`config.mk`:
```
export PLATFORM = sky130hd
export DESIGN_NAME = timer_unit_flat
export DESIGN_NICKNAME = d
export VERILOG_FILES = /design/src/rtl/timer_unit_if.sv /design/src/rtl/timer_unit.sv /design/src/flat_wrapper.sv
export SDC_FILE = /design/constraint.sdc
export NUM_CORES = 1
export LEC_CHECK = 0
export BUFFER_PORTS_ARGS = -buffer_cell sky130_fd_sc_hd__buf_2
export CAP_MARGIN = 40
export CELL_PAD_IN_SITES_DETAIL_PLACEMENT = 0
export CELL_PAD_IN_SITES_GLOBAL_PLACEMENT = 1
export CORE_MARGIN = 1.5
export CORE_UTILIZATION = 28
export DETAILED_ROUTE_END_ITERATION = 10
export GPL_ROUTABILITY_DRIVEN = 0
export PLACE_DENSITY = 0.6
export SLEW_MARGIN = 40
export SYNTH_ARGS = -nofsm -noshare
export SYNTH_HDL_FRONTEND = slang
export SYNTH_SLANG_ARGS = --single-unit
```
`constraint.sdc`:
```
create_clock -name clk -period 6.2 [get_ports clk]
set_input_delay 0.31 -clock clk [delete_from_list [all_inputs] [get_ports clk]]
set_output_delay 0.31 -clock clk [all_outputs]
set_load 0.005 [all_outputs]
```
`src/rtl/timer_unit_if.sv`:
```
// Peripheral bus between the Tiny16 CPU and the timer: chip select, write strobe,
// register address, write data and combinational read data.
interface timer_unit_if;
    logic        sel;
    logic        wr;
    logic [3:0]  addr;
    logic [15:0] data_in;
    logic [15:0] data_out;

    modport master (output sel, output wr, output addr, output data_in, input data_out);
    modport slave  (input sel, input wr, input addr, input data_in, output data_out);
endinterface

```
`src/rtl/timer_unit.sv`:
```
// Multi-channel down-counter timer: shared free-running prescaler, per-channel DIV tap,
// periodic/one-shot mode and pending flag. Reads are combinational, writes take one edge; never stalls the bus.
module timer_unit #(
    parameter int CHANNELS       = 2,
    parameter int COUNTER_BITS   = 16,
    parameter int PRESCALER_BITS = 8
) (
    input  logic                clk,
    input  logic                reset,
    timer_unit_if.slave         bus,
    output logic [CHANNELS-1:0] irq_vec,
    output logic                irq
);
    localparam logic [1:0] REG_CTRL   = 2'd0;
    localparam logic [1:0] REG_RELOAD = 2'd1;
    localparam logic [1:0] REG_COUNT  = 2'd2;
    localparam logic [1:0] REG_STATUS = 2'd3;

    logic [PRESCALER_BITS-1:0] presc;
    logic [7:0]                tick;

    logic [CHANNELS-1:0]     en, oneshot, ie, pending;
    logic [2:0]              div    [CHANNELS];
    logic [COUNTER_BITS-1:0] reload [CHANNELS];
    logic [COUNTER_BITS-1:0] count  [CHANNELS];

    logic [CHANNELS-1:0] hit_ctrl, hit_reload, hit_status, adv, expire;

    logic                    wr_stb;
    logic [1:0]              wr_ch, wr_reg;
    logic [COUNTER_BITS-1:0] wr_cnt;
    logic [15:0]             rdata;

    assign wr_stb = bus.sel & bus.wr;
    assign wr_ch  = bus.addr[3:2];
    assign wr_reg = bus.addr[1:0];
    assign wr_cnt = bus.data_in[COUNTER_BITS-1:0];

    always_ff @(posedge clk or posedge reset) begin
        if (reset) presc <= '0;
        else       presc <= presc + 1'b1;
    end

    // tick[k] fires when the low k prescaler bits are all ones; tick[0] is always set
    always_comb begin
        tick = '0;
        for (int k = 0; k < 8; k++)
            tick[k] = &(presc[7:0] | ~((8'd1 << k) - 8'd1));
    end

    always_comb begin
        hit_ctrl   = '0;
        hit_reload = '0;
        hit_status = '0;
        adv        = '0;
        expire     = '0;
        for (int i = 0; i < CHANNELS; i++) begin
            hit_ctrl[i]   = wr_stb && (wr_ch == 2'(i)) && (wr_reg == REG_CTRL);
            hit_reload[i] = wr_stb && (wr_ch == 2'(i)) && (wr_reg == REG_RELOAD);
            hit_status[i] = wr_stb && (wr_ch == 2'(i)) && (wr_reg == REG_STATUS);
            adv[i]        = en[i] && tick[div[i]];
            expire[i]     = adv[i] && (count[i] == '0);
        end
    end

    always_ff @(posedge clk or posedge reset) begin
        if (reset) begin
            en      <= '0;
            oneshot <= '0;
            ie      <= '0;
            pending <= '0;
            for (int i = 0; i < CHANNELS; i++) begin
                div[i]    <= '0;
                reload[i] <= '0;
                count[i]  <= '0;
            end
        end else begin
            for (int i = 0; i < CHANNELS; i++) begin
                // A CTRL write overrides the one-shot auto-disable for this edge
                if (hit_ctrl[i]) begin
                    en[i]      <= bus.data_in[0];
                    oneshot[i] <= bus.data_in[1];
                    ie[i]      <= bus.data_in[2];
                    div[i]     <= bus.data_in[6:4];
                end else if (expire[i] && oneshot[i]) begin
                    en[i] <= 1'b0;
                end

                // RELOAD/CTRL writes suppress the counter step of this edge
                if (hit_reload[i]) begin
                    reload[i] <= wr_cnt;
                    count[i]  <= wr_cnt;
                end else if (adv[i] && !hit_ctrl[i]) begin
                    if (expire[i]) count[i] <= oneshot[i] ? count[i] : reload[i];
                    else           count[i] <= count[i] - 1'b1;
                end

                if (expire[i])                              pending[i] <= 1'b1;
                else if (hit_status[i] && bus.data_in[0])   pending[i] <= 1'b0;
            end
        end
    end

    always_comb begin
        rdata = '0;
        for (int i = 0; i < CHANNELS; i++) begin
            if (bus.addr[3:2] == 2'(i)) begin
                case (bus.addr[1:0])
                    REG_CTRL:   rdata = {9'b0, div[i], 1'b0, ie[i], oneshot[i], en[i]};
                    REG_RELOAD: rdata = 16'(reload[i]);
                    REG_COUNT:  rdata = 16'(count[i]);
                    REG_STATUS: rdata = {15'b0, pending[i]};
                    default:    rdata = '0;
                endcase
            end
        end
    end

    assign bus.data_out = rdata;
    assign irq_vec      = pending & ie;
    assign irq          = |irq_vec;
endmodule
```
`src/flat_wrapper.sv`:
```
// flat-port wrapper written by rule: the top's interface ports become plain ports
module timer_unit_flat 
#(
    parameter int CHANNELS       = 2,
    parameter int COUNTER_BITS   = 16,
    parameter int PRESCALER_BITS = 8
)
  (clk, reset, irq_vec, irq, bus_sel, bus_wr, bus_addr, bus_data_in, bus_data_out);
  timer_unit_if bus_i ();
  input  logic clk;
  input  logic reset;
  output logic [CHANNELS-1:0] irq_vec;
  output logic irq;
  input wire logic [$bits(bus_i.sel)-1:0] bus_sel;
  input wire logic [$bits(bus_i.wr)-1:0] bus_wr;
  input wire logic [$bits(bus_i.addr)-1:0] bus_addr;
  input wire logic [$bits(bus_i.data_in)-1:0] bus_data_in;
  output wire logic [$bits(bus_i.data_out)-1:0] bus_data_out;
  assign bus_i.sel = bus_sel;
  assign bus_i.wr = bus_wr;
  assign bus_i.addr = bus_addr;
  assign bus_i.data_in = bus_data_in;
  assign bus_data_out = bus_i.data_out;
  timer_unit #(.CHANNELS(CHANNELS), .COUNTER_BITS(COUNTER_BITS), .PRESCALER_BITS(PRESCALER_BITS)) u_core (.clk(clk), .reset(reset), .bus(bus_i), .irq_vec(irq_vec), .irq(irq));
endmodule
```
; ---- Yosys cells after proc, flatten, opt, wreduce, memory -nomap -nowiden
; Index checks and enable logic that the tools add are counted.
[totals]
regBits = 86
latchBits = 0
mem_bits_rw = 0
rom_bits = 0
output_inout_bits = 19
mem_count = 0
[op_classes]
n_addsub = 3
mul = 0
n_div = 0
magnitude_cmp = 2
n_eq_ne = 6
shifts = 0
n_mux = 24
n_bitwise = 2
reduce_logical = 39
[op_table]
columns = op, n
row1 = $mux 16, 10
row2 = $pmux 16 s4, 2
row3 = $logic_not 16->1, 2
row4 = $sub 16x1->16 const B, 2
row5 = $logic_and 1x1->1, 18
row6 = $reduce_bool 2->1, 6
row7 = $mux 1, 10
row8 = $add 8x1->8 const B, 1
row9 = $lt 3x4->1 const B, 2
row10 = $reduce_and 7->1, 1
row11 = $bmux 1 s3, 2
row12 = $ne 3x3->1 const B, 2
row13 = $reduce_and 2->1, 3
row14 = $reduce_and 6->1, 1
row15 = $reduce_and 5->1, 1
row16 = $eq 2x1->1 const B, 2
row17 = $eq 2x2->1 const B, 2
row18 = $logic_not 2->1, 2
row19 = $reduce_and 4->1, 1
row20 = $reduce_and 3->1, 1
row21 = $and 2x2->2, 1
row22 = $logic_not 1->1, 2
row23 = $reduce_or 2->1, 1
row24 = $and 1x1->1, 1

; ---- Logic depth before layout (Yosys ltp)
; Gate-level depths: netlist of the first run.
[depth]
word_depth = 8
ltp_mapped = 11

; ---- Worst setup path after synthesis of the first run
; No wires, ideal clock.
[synth_path]
path_type = reg-to-reg
start = register u_core.presc[0]
end = register u_core.count[13] (netlist bit)
setup_time_ns = 0.122
arrival_ns = 2.167
setup_slack_ns = 3.911
stages_incl_launch_ff = 8
path_buffers = 0
synth_period_minus_slack_ns = 2.289
path_cell_list = dfrtp_1 -> ha_1 -> ha_1 -> mux2i_1 -> a311oi_2 -> nand3_1 -> or4_1 -> a32o_1
[synth_between]
elab_chain_cells = 8
[synth_rtl]
columns = element, line
row1 = "start, declared", timer_unit.sv:19  ; logic [PRESCALER_BITS-1:0] presc;
row2 = "start signal, assigned", timer_unit.sv:41  ; else presc <= presc + 1'b1;
row3 = "$reduce_and 7->1, or another cell as far along", timer_unit.sv:48  ; tick[k] = &(presc[7:0] | ~((8'd1 << k) - 8'd1));
row4 = $bmux 1 s3 *, timer_unit.sv:61  ; adv[i] = en[i] && tick[div[i]];
row5 = $mux 1 (not written as such) *, timer_unit.sv:61
row6 = $logic_and 1x1->1 *, timer_unit.sv:61
row7 = $logic_and 1x1->1, timer_unit.sv:62  ; expire[i] = adv[i] && (count[i] == '0);
row8 = $mux 16, timer_unit.sv:94  ; if (expire[i]) count[i] <= oneshot[i] ? count[i] : reload[i];
row9 = $mux 16, timer_unit.sv:93  ; end else if (adv[i] && !hit_ctrl[i]) begin
row10 = $mux 16, timer_unit.sv:90  ; if (hit_reload[i]) begin
row11 = "end signal, assigned by index", timer_unit.sv:92  ; count[i] <= wr_cnt;
row12 = "end signal, assigned by index", timer_unit.sv:94
row13 = "end signal, assigned by index", timer_unit.sv:95  ; else count[i] <= count[i] - 1'b1;
row14 = "end, declared", timer_unit.sv:25  ; logic [COUNTER_BITS-1:0] count [CHANNELS];
; Every way passes the cells marked *; elsewhere a longest branch is shown, timed or not. The select of a mux whose other input is x is not followed.
; A chain may end at the register's enable or synchronous reset.

; ---- Final worst setup path of the first run
[layout_path]
start = register u_core.presc[0]
end = register u_core.count[25] (netlist bit)
; Same word-level chain as after synthesis.

==> results.sh, run 1 <==
export IMPL_seq_area_um2=2127
export IMPL_syn_avg_cell_area_um2=8.666
export IMPL_layout_nets=665
export IMPL_ant_nets=0
export IMPL_ys_ff_latch=85
export IMPL_syn_nets=639
export IMPL_tns_ns=0
export IMPL_holdWs_ns=0.2203
export IMPL_yosys_area_top_type_share_pct=40.37
export IMPL_cp_end_kind="register"
export IMPL_die_area_um2=19650
export IMPL_pwr_share_seq_pct=42.3
export IMPL_combPwrFrac_pct=32.7
export IMPL_r2r_cells=8
export IMPL_worstPathRequired_ns=6.44
export IMPL_syn_area_um2=5269
export IMPL_area_growth_pct=13.58
export IMPL_rsz0062_at_grt="false"
export IMPL_p_sw_uw=896.9
export IMPL_arrival_ns=3.18
export IMPL_worstMarginPinSlew_ns=0.7255
export IMPL_grt_max_degree=71
export IMPL_yosysWarnings=0
export IMPL_hold_path_endpoint="u_core.reload[11]"
export IMPL_grtUsageTotal_pct=19.36
export IMPL_start_util_pct=28.94
export IMPL_pre_cts_ws_ns=3.295
export IMPL_status="complete, no violations"
export IMPL_totalWireLength_mm=18.03
export IMPL_vias=4881
export IMPL_multi_input_area_um2=2924
export IMPL_crit_type="register to register"
export IMPL_synthArstFlopShare_pct=100.0
export IMPL_insertion_delay_ns=0.35
export IMPL_ir_drop_v=0.0001712
export IMPL_clock_root_buffer="clkbuf_16"
export IMPL_drtPass1Iterations=5
export IMPL_critPathLaunchType="register"
export IMPL_clk_pin_slew_ns=0.07
export IMPL_finalCritPeriodShare_pct=47.45
export IMPL_cap_violations=0
export IMPL_internal_power_uw=1325
export IMPL_post_drt_wl_per_cell_um=20.77
export IMPL_clock_sinks=85
export IMPL_placed_cells=851
export IMPL_crit_fanout=9
export IMPL_slew_violations=0
export IMPL_route_detailed_drc=0
export IMPL_synth_edf_count=0
export IMPL_setup_violations=0
export IMPL_skew_ns=0.008176
export IMPL_core_um2=18210
export IMPL_viasPerCell=5.623
export IMPL_die_w_um=140.2
export IMPL_die_y_um=140.2
export IMPL_clockBufferDepth=2
export IMPL_holdBufCountCts=1
export IMPL_utilization_pct=32.87
export IMPL_antenna_found_initial=0
export IMPL_hold_start="bus_data_in[11]"
export IMPL_post_cts_resized=0
export IMPL_io_buffers=42
export IMPL_fmax_mhz=339.9
export IMPL_htreeDepth=3
export IMPL_cts_buffers=9
export IMPL_synth_seq_area_share_pct=40.37
export IMPL_dp_hpwl_mm=13.37
export IMPL_p_per_area_nw_per_um2=371.3
export IMPL_synth_top_area_cell="dfrtp_1"
export IMPL_fillers=1884
export IMPL_power_share_clock_pct=25.0
export IMPL_core_rowCount=49
export IMPL_drive_above_1_share_pct=15.02
export IMPL_ys_types=64
export IMPL_swShare_pct=40.37
export IMPL_maxSlewHeadroom_pct=51.49
export IMPL_hold_depth=3
export IMPL_leakage_uw=0.002617
export IMPL_yosys_top_cells_area="dfrtp_1, nand2_1, mux2i_1, a22oi_1, nor2_1"
export IMPL_grt_pass1_vias=4962
export IMPL_drt_iter0_drc=410
export IMPL_hold_violations=0
export IMPL_synthTopCellsByCount="nand2_1, dfrtp_1, nor2_1"
export IMPL_post_cts_buffers=0
export IMPL_regToRegStartpoint="u_core.presc[0]"
export IMPL_period_needed_ns=2.942
export IMPL_yosysMostFrequentCell="nand2_1"
export IMPL_grt_pass1_wl_mm=29.19
export IMPL_worst_slack_ns=3.258
export IMPL_synth_ff_type="dfrtp_1"
export IMPL_grt_remaining_overflow=0
export IMPL_regToRegSetupSlack_ns=3.26
export IMPL_synthCells=608
export IMPL_io_pins=43
export IMPL_r2r_end="u_core.count[25]"
export IMPL_n_antenna_cell=0
export IMPL_hp_class="input pin to register"
export IMPL_instances_no_fill=868
export IMPL_cts_tree="yes"
==> metal layers <==
layer	track usage, %	routed length [um]
met1	26.14	8331
met2	31.84	8633
met3	2.496	692
met4	6.925	368
met5	0	0
==> per-stage QoR <==
step / total power, uW / area, um^2
floorplan: 1420 / 5269
global placement: 1661 / 5675
detailed placement: 1664 / 5679
CTS: 2223 / 5983
global route: 2369 / 5984
finish: 2222 / 5984
==> final cells by class <==
type	count	area share, %
multi-input cells	467	48.86
flip-flops and latches	85	35.54
well taps	229	4.788
repair buffers	49	4.495
clock buffers	12	4.119
inverters	22	1.401
clock inverters	4	0.7945
==> cells by family after synthesis <==
group	after synthesis	share of synthesized area, %
XOR/XNOR	10	1.662
buffers and inverters	56	4.393
multiplexers	41	8.549
flip-flops	85	40.37
adder cells (fa/ha/maj)	7	1.662
AO/OA/AOI/OAI	164	20.85
AND/OR/NAND/NOR	245	22.51
==> worst max-delay path by stage <==
stage                          startpoint               end  slack, ns  cells past startpoint
final                     u_core.presc[0]  u_core.count[25]       3.26                      8
after global routing      u_core.presc[0]  u_core.count[11]       3.03                     10
after CTS                 u_core.presc[0]  u_core.count[25]       3.33                      7
after detailed placement  u_core.presc[0]  u_core.count[25]       3.30                      7
after global placement    u_core.presc[0]  u_core.count[25]       3.45                      7
after floorplan                     reset   u_core.count[0]       3.70                      1
==> cell usage in the layout (no fill, tap or decap), drive strengths merged, types with 6 or more instances in the layout <==
cell type	synthesis	layout
a211oi	12	12
a21oi	28	28
a22oi	23	23
a31oi	6	6
buf	10	48
clkbuf	24	12
dfrtp	85	85
ha	7	7
inv	22	21
mux2	12	12
mux2i	27	27
nand2	122	122
nand3	10	10
nor2	41	41
nor3	18	18
nor4	9	9
o211ai	19	19
o21ai	35	35
o22ai	13	13
o311ai	6	6
or3	7	7
or4	6	6
xnor2	7	7
==> registers in the layout, indices dropped and copies added (netlist names) <==
register        flops
u_core.ie           2
u_core.pending      2
u_core.count       32
u_core.presc        7
u_core.div          6
u_core.oneshot      2
u_core.reload      32
u_core.en           2
==> worst max-delay path, cell delays in order (launching register included) <==
cell      delay, ns
dfrtp_1        0.42
ha_1           0.24
ha_1           0.18
mux2i_1        0.08
a311oi_1       0.49
nand3_1        0.44
a21oi_1        0.55
nor2_1         0.12
a221o_1        0.30
==> power groups by stage <==
stage                     registers [uW]  clock network [uW]  logic (uW)
after floorplan                      829                   0         590
after global placement               940                   0         721
after detailed placement             943                   0         721
after CTS                            932                 564         727
after global routing                 960                 593         816
final                                940                 555         727
(Power assumes the default switching activity.)
==> run 2, diff against run 1 <==
Settings changed: PLACE_DENSITY 0.6 to 0.62.
Clock period 6.2 ns to 2.47 ns, I/O delays scaled along.
==> run 2 against run 1 <==
Total power increased to 2.6 times the previous value. Highest routed layer unchanged. Largest cell class unchanged. Combinational power increased to 3.0 times the previous value. Via count increased by 3.4%. Wire length increased by 2.6%. Cell count increased by 5.3%. Die area unchanged. Clock power increased by 150%. Register-to-register slack got worse by 3.2 ns. Maximum frequency increased by 22%. Worst hold slack got worse by 0.18 ns. Sequential share of layout area decreased by 2.1 points. Clock skew increased by 0.00091 ns.
==> results.sh, run 2 (same netlist as run 1, synthesis figures left out) <==
export IMPL_die_y_um=140.2
export IMPL_cp_top_family="simple AND/OR/NAND/NOR gates"
export IMPL_crit_fanout=6
export IMPL_n_antenna_cell=0
export IMPL_clk_pin_slew_ns=0.07
export IMPL_critPathBufInv=1
export IMPL_grt_pass1_wl_mm=29.34
export IMPL_layout_nets=711
export IMPL_route_detailed_drc=0
export IMPL_clock_sinks=85
export IMPL_rsz0062_at_grt="true"
export IMPL_hold_violations=0
export IMPL_io_pins=43
export IMPL_post_drt_wl_per_cell_um=20.23
export IMPL_cap_violations=0
export IMPL_finalCritPeriodShare_pct=97.48
export IMPL_vias=5048
export IMPL_die_area_um2=19650
export IMPL_holdWs_ns=0.03864
export IMPL_final_common_cell="nand2_1"
export IMPL_placed_cells=895
export IMPL_dp_hpwl_mm=14.04
export IMPL_path_common_cell="nand3_2"
export IMPL_swShare_pct=39.70
export IMPL_grt_pass1_vias=5114
export IMPL_antenna_found_initial=0
export IMPL_leakage_uw=0.002824
export IMPL_slew_violations=0
export IMPL_instances_no_fill=914
export IMPL_io_buffers=42
export IMPL_placed_area_um2=6006
export IMPL_htreeDepth=3
export IMPL_layout_common_cells="nand2_1, dfrtp_1, buf_4, buf_2, nor2_1"
export IMPL_fillers=1873
export IMPL_insertion_delay_ns=0.35
export IMPL_fmax_mhz=415.3
export IMPL_maxSlewHeadroom_pct=57.78
export IMPL_drive_above_1_share_pct=21.61
export IMPL_core_um2=18210
export IMPL_arrival_ns=2.64
export IMPL_crit_type="register to register"
export IMPL_utilization_pct=34.98
export IMPL_cts_tree="yes"
export IMPL_period_needed_ns=2.408
export IMPL_hp_class="input pin to register"
export IMPL_cp_end_kind="register"
export IMPL_clockBufferDepth=2
export IMPL_ir_drop_v=0.0003467
export IMPL_core_rowCount=49
export IMPL_skew_ns=0.009087
export IMPL_worstMarginPinSlew_ns=0.6326
export IMPL_start_util_pct=28.94
export IMPL_combPwrFrac_pct=37.7
export IMPL_drtPass1Iterations=6
export IMPL_status="complete, no violations"
export IMPL_grtUsageTotal_pct=19.38
export IMPL_pwr_share_seq_pct=38.7
export IMPL_critPathLaunchType="register"
export IMPL_p_per_area_nw_per_um2=910.9
export IMPL_clock_root_buffer="clkbuf_16"
export IMPL_area_growth_pct=20.87
export IMPL_viasPerCell=5.523
export IMPL_drt_iter0_drc=458
export IMPL_fin_area_um2=6369
export IMPL_grt_remaining_overflow=0
export IMPL_slowest_delay_ns=0.54
export IMPL_setup_violations=0
export IMPL_ant_nets=0
export IMPL_cts_buffers=9
export IMPL_internal_power_uw=3498
export IMPL_crit_chain="ha_2 -> nand3_2 -> inv_1 -> ha_1 -> nand3b_1 -> o311ai_4 -> nand3_2 -> or4_1 -> a32o_1"
export IMPL_grt_max_degree=35
export IMPL_power_share_clock_pct=23.6
export IMPL_reg_top3="u_core.count (32), u_core.reload (32), u_core.presc (7)"
export IMPL_totalWireLength_mm=18.49
export IMPL_die_w_um=140.2
export IMPL_crit_slowest_cell="or4_1"
export IMPL_p_sw_uw=2303
export IMPL_worstPathRequired_ns=2.70
run 2: worst paths after layout:
| kind | slack (ns) | cells past startpoint | startpoint | end |
|---|---|---|---|---|
| max in group asynchronous | 1.36 | 4 | reset | u_core.reload[21] |
| min in group asynchronous | 0.38 | 3 | reset | u_core.reload[20] |
| min | 0.04 | 3 | bus_data_in[8] | u_core.reload[8] |
| max reg2reg | 0.06 | 9 | u_core.presc[0] | u_core.count[13] |
| min reg2reg | 0.51 | 2 | u_core.reload[15] | u_core.reload[15] |
| max | 0.06 | 9 | u_core.presc[0] | u_core.count[13] |
run 2: through the flow:
step | power (uW) | setup WS, ns | TNS (ns)
floorplan | 3563 | 0.1530 | 0
global placement | 4388 | 0.04191 | 0
detailed placement | 4397 | 0.007497 | 0
CTS | 5787 | 0.01449 | 0
global route | 6187 | -0.01862 | -0.02797
finish | 5801 | 0.06221 | 0
run 2: timing repair:
action                                  CTS  global route
gates resized for setup                   2             8
hold buffers                              1             0
pin swaps                                 0             5
setup buffers                             0             2
endpoints found under the setup margin    2            18
endpoints found under the hold margin    27             0
run 2: layout make-up:
cell class | count | area (um^2) | area share (%)
Tap cell | 229 | 286.5 | 4.499
Sequential cell | 85 | 2127 | 33.40
Inverter | 22 | 83.83 | 1.316
Clock buffer | 14 | 284.0 | 4.460
Timing Repair Buffer | 95 | 610.6 | 9.587
Clock inverter | 2 | 15.01 | 0.2358
Multi-Input combinational cell | 467 | 2962 | 46.50
run 2: tightest hold or removal path: cells and delay by family:
family | cells | cell delay, ns
buffers and inverters | 1 | 0.13
and+or+nand+nor | 2 | 0.10
run 2: metal layers:
metal	wire length [um]	up-vias	GRT usage, %
li1	-	2376	-
met1	8410	2508	25.45
met2	9186	143	32.57
met3	586	21	2.598
met4	307	0	7.202
met5	0	-	0
run 2: power groups by stage:
| stage | Sequential (uW) | Combinational [uW] | Clock (uW) |
|---|---|---|---|
| after CTS | 2230 | 2160 | 1400 |
| final | 2250 | 2190 | 1370 |
| after floorplan | 2080 | 1480 | 0 |
| after global routing | 2290 | 2440 | 1460 |
| after detailed placement | 2260 | 2140 | 0 |
| after global placement | 2250 | 2140 | 0 |
